==> config.mk <==
export PLATFORM = sky130hd
export DESIGN_NAME = tt_um_down_timer
export DESIGN_NICKNAME = d
export VERILOG_FILES = /design/src/rtl/tt_um_down_timer.sv
export SDC_FILE = /design/constraint.sdc
export NUM_CORES = 1
export LEC_CHECK = 0
export CAP_MARGIN = 20
export CORE_MARGIN = 3
export CORE_UTILIZATION = 25
export CTS_CLUSTER_SIZE = 30
export DETAILED_ROUTE_END_ITERATION = 10
export DONT_BUFFER_PORTS = 1
export GPL_TIMING_DRIVEN = 0
export SYNTH_ARGS = -nofsm -noshare
export SYNTH_HDL_FRONTEND = slang
export SYNTH_SLANG_ARGS = --single-unit
==> constraint.sdc <==
create_clock -name clk_i -period 5.4 [get_ports clk_i]
set_input_delay 1.08 -clock clk_i [delete_from_list [all_inputs] [get_ports clk_i]]
set_output_delay 1.08 -clock clk_i [all_outputs]
set_load 0.005 [all_outputs]
==> src/rtl/tt_um_down_timer.sv <==
// Prescaled, loadable down-counting timer with one-shot or auto-reload expiry.
// Auto-reload exists only when TT_UM_DOWN_TIMER_PERIODIC_EN is defined; otherwise every run is one-shot.
module tt_um_down_timer #(
  parameter int BW    = 8,
  parameter int PS_BW = 4
) (
  input  logic             clk_i,
  input  logic             rst_i,
  input  logic [BW-1:0]    load_val_i,
  input  logic [PS_BW-1:0] prescale_i,
  input  logic             periodic_i,
  input  logic             start_i,
  input  logic             stop_i,
  input  logic             done_clr_i,
  output logic [BW-1:0]    count_o,
  output logic             busy_o,
  output logic             tick_o,
  output logic             done_o
);

  localparam logic [1:0] S_IDLE = 2'd0;
  localparam logic [1:0] S_RUN  = 2'd1;
  localparam logic [1:0] S_DONE = 2'd2;

  localparam logic [BW-1:0]    CNT_ONE = BW'(1);
  localparam logic [PS_BW-1:0] PS_ONE  = PS_BW'(1);

  logic [1:0]       state_q;
  logic [BW-1:0]    count_q;
  logic [PS_BW-1:0] ps_q;
  logic [PS_BW-1:0] pc_q;
  logic             tick_q;
  logic             done_q;
  logic             busy_q;

`ifdef TT_UM_DOWN_TIMER_PERIODIC_EN
  logic             mode_q;
  logic [BW-1:0]    reload_q;
`else
  logic             unused_periodic;
  assign unused_periodic = periodic_i;
`endif

  // A start with a zero load value is treated as if start were not asserted.
  logic start_ok;
  assign start_ok = start_i && (load_val_i != '0);

  always_ff @(posedge clk_i) begin
    tick_q <= 1'b0;
    if (rst_i) begin
      state_q  <= S_IDLE;
      count_q  <= '0;
      ps_q     <= '0;
      pc_q     <= '0;
      done_q   <= 1'b0;
      busy_q   <= 1'b0;
`ifdef TT_UM_DOWN_TIMER_PERIODIC_EN
      mode_q   <= 1'b0;
      reload_q <= '0;
`endif
    end else if (stop_i) begin
      // Stop beats start in every state, but only RUN has anything to halt.
      if (state_q == S_RUN) begin
        state_q <= S_IDLE;
        busy_q  <= 1'b0;
        pc_q    <= '0;
      end
    end else if (start_ok) begin
      count_q  <= load_val_i;
      ps_q     <= prescale_i;
      pc_q     <= '0;
      done_q   <= 1'b0;
      busy_q   <= 1'b1;
      state_q  <= S_RUN;
`ifdef TT_UM_DOWN_TIMER_PERIODIC_EN
      mode_q   <= periodic_i;
      reload_q <= load_val_i;
`endif
    end else begin
      case (state_q)
        S_RUN: begin
          if (pc_q == ps_q) begin
            pc_q <= '0;
            if (count_q > CNT_ONE) begin
              count_q <= count_q - CNT_ONE;
`ifdef TT_UM_DOWN_TIMER_PERIODIC_EN
            end else if (mode_q) begin
              count_q <= reload_q;
              tick_q  <= 1'b1;
`endif
            end else begin
              count_q <= '0;
              tick_q  <= 1'b1;
              state_q <= S_DONE;
              done_q  <= 1'b1;
              busy_q  <= 1'b0;
            end
          end else begin
            pc_q <= pc_q + PS_ONE;
          end
        end
        S_DONE: begin
          if (done_clr_i) begin
            state_q <= S_IDLE;
            done_q  <= 1'b0;
          end
        end
        default: ;
      endcase
    end
  end

  assign count_o = count_q;
  assign busy_o  = busy_q;
  assign tick_o  = tick_q;
  assign done_o  = done_q;

endmodule

==> reports/metrics.yaml <==
status: "complete, no violations"
crit_end: "count_o[7]"
skew_ns: 0.00316
ys_warn_count: 0
fillers: 457
r2r-start: "state_q[0]"
critPathTopFamily: "compound AO/OA/AOI/OAI gates"
boundaryPins: 29
diodes: 0
die_y_um: 73.7
area_growth_pct: 9.39
die-area_mm2: 0.00543
top_usage_layer: "met2"
p_sw_frac: 0.303
cpPeakStageDelay_ns: 0.32
vdd_drop_max_mv: 0.0985
worst_slew_pin_slew_ns: 0.560
postRouteAntennaNets: 0
dp_slack_ns: 2.66
synth_top_area_share: 0.367
reg2regPathDepth: 6
powerDensity_mw_per_mm2: 284
finalHoldViolations: 0
drtPass1Iterations: 4
grt_setup_unrepaired: "no"
hold_path_startpoint: "state_q[1]"
rows: 23
via_per_inst: 5.18
cts_tree: "built"
start_util: 0.273
comb_power_share: 0.211
ys_async_sr_fraction: 0
ys_top_cells_by_area: "dfxtp_1 37%, nor2_1 7.2%, a21oi_1 5.2%, xnor2_1 3.8%, mux2i_1 3.5%"
hp-class: "reg -> reg"
clkPwrFrac: 0.297
post-cts-setup-buffer-count: 0
use_met3: 0.0520
crit_slowest_cell: "a21oi_1"
synth_seq_area_share: 0.367
cp_cell_sequence: "clkbuf_1, nand2b_1, a21oi_1, a21oi_1, clkbuf_1, a221oi_1, nor3_1"
reg2reg_setup_slack_ns: 3.39
timing.hold.ws_ns: 0.500
synth.most_common_cell: "nor2_1"
maxCapViolCount: 0
drt_iter0_drc: 66
syn_avg_cell_area_um2: 8.49
drc: 0
fin_ws_ns: 2.94
cts_sinks: 21
cts_resized: 0
gr-total-overflow: 0
drive_above_1_share: 0.0791
finalCritPeriodShare: 0.456
finalSetupViolations: 0
cts.clk_slew.worst_paths_ns: 0.08
p_leak_nw: 0.448
crit_type: "in -> reg"
worstSetupStartpoint: "start_i"
num_vias: 979
ys_ff_latch: 21
hpwl_um: 2100
netlist_area_mm2: 0.00115
numPortBuffers: 0
start_kind: "primary input"
syn_nets: 156
post_drt_wl_per_cell_um: 14.8
max-slew-margin-rel: 0.626
switchingPower_w: 0.000108
pwr-share-seq: 0.492
fin_crit_ns: 2.46
syn_inst: 135
grt_usage: 0.110
use_met1: 0.139
slew_viol_final: 0
nets: 161
worstPathMaxFanout: 10
fin_cells: 189
grt_pass1_wl_um: 4660
wl_um: 2800
clockBufferDepth: 2
fin_tns_setup_ns: 0
synth_flop_cell: "dfxtp_1"
rr_endpoint: "count_o[7]"
synth.distinct_cells: 38
synth-edff-count: 0
grt_pass1_vias: 995
antenna_found_initial: 0
max_freq_mhz: 406
cts-htree-levels: 1
critPathBufInv: 2
intPower_w: 0.000249
path_depth: 7
met2_usage: 0.174
clk_latency_ns: 0.26
power_w: 0.000357
die_w_um: 73.7
clockRootBuffer: "clkbuf_8"
holdBufCountCts: 0
crit_required_ns: 5.53
end_kind: "flop"
coreArea_mm2: 0.00420
cts_buffers: 3
dp_cells: 185
gp_congestion: 0.808
grt_max_degree: 12
arrival_ns: 2.60
synthTopCellsByCount: "22 x nor2_1, 21 x dfxtp_1, 12 x a21oi_1"
synth_area_leader_cell: "dfxtp_1"
## sequential cells by signal, summed over array words and instances (netlist names)
register  cells
count_o       8
pc_q          4
ps_q          4
state_q       2
busy_o        1
done_o        1
tick_o        1
## through the flow
step / util / instance area, um2
after CTS: 0.298 / 1250
final: 0.298 / 1250
after global placement: 0.288 / 1210
after detailed placement: 0.288 / 1210
after floorplan: - / 1150
after global routing: 0.298 / 1250
## kinds of logic (layout without fill, tap and decap cells)
family          Yosys count  after routing  synth area share
compound gates           36             36             0.209
xor+xnor                  9              9            0.0688
mux                       4              4            0.0349
fa+ha+maj                 3              3            0.0328
flops                    21             21             0.367
simple gates             52             52             0.254
buf+inv                  10             14            0.0338
## cells in the final DEF (no fill, tap or decap), types with 3 or more instances in the layout
| cell | netlist | layout |
|---|---|---|
| dfxtp_1 | 21 | 21 |
| nand2b_1 | 4 | 4 |
| nor2b_1 | 3 | 3 |
| nor2_1 | 22 | 22 |
| xnor2_1 | 5 | 5 |
| a221oi_1 | 3 | 3 |
| a21oi_1 | 12 | 12 |
| nand2_1 | 5 | 5 |
| inv_1 | 5 | 5 |
| clkbuf_8 | 0 | 3 |
| o21ai_0 | 5 | 5 |
| ha_1 | 3 | 3 |
| nor4_1 | 4 | 4 |
| xor2_1 | 4 | 4 |
| clkbuf_1 | 4 | 5 |
| o32ai_1 | 3 | 3 |
| mux2i_1 | 4 | 4 |
| a211oi_1 | 4 | 4 |
## worst register-to-register path, delay by kind of cell (launching register included)
kind / cells / cell delay [ns]
flip-flops: 1 / 0.37
AO/OA/AOI/OAI: 2 / 0.45
buffers and inverters: 1 / 0.26
AND/OR/NAND/NOR: 3 / 0.81
## area by class of cell
cell class,count,area (um2),area share
Multi-Input combinational cell,104,687,0.548
Sequential cell,21,420,0.335
Tap cell,50,62.6,0.0499
Clock buffer,4,45.0,0.0359
Buffer,5,20.0,0.0160
Inverter,5,18.8,0.0150
## power by group through the flow
| stage | Sequential [W] | Clock (W) | Combinational [W] |
|---|---|---|---|
| floorplan | 0.000176 | 0 | 0.0000630 |
| global placement | 0.000179 | 0 | 0.0000745 |
| detailed placement | 0.000180 | 0 | 0.0000751 |
| CTS | 0.000176 | 0.000110 | 0.0000756 |
| global route | 0.000177 | 0.000119 | 0.0000856 |
| finish | 0.000175 | 0.000106 | 0.0000752 |
## worst min-delay path by stage
| stage | cells past startpoint | slack, ns | to |
|---|---|---|---|
| floorplan | 2 | 0.45 | state_q[0] |
| global placement | 2 | 0.48 | state_q[0] |
| detailed placement | 2 | 0.48 | state_q[0] |
| CTS | 2 | 0.49 | state_q[0] |
| global route | 2 | 0.53 | state_q[0] |
| finish | 2 | 0.50 | state_q[0] |
## metal layers
layer	vias up	routed length, um
li1	499	-
met1	454	1320
met2	26	1270
met3	0	213
met4	0	0
met5	-	0
No activity file was read; power rests on OpenSTA's default activity.
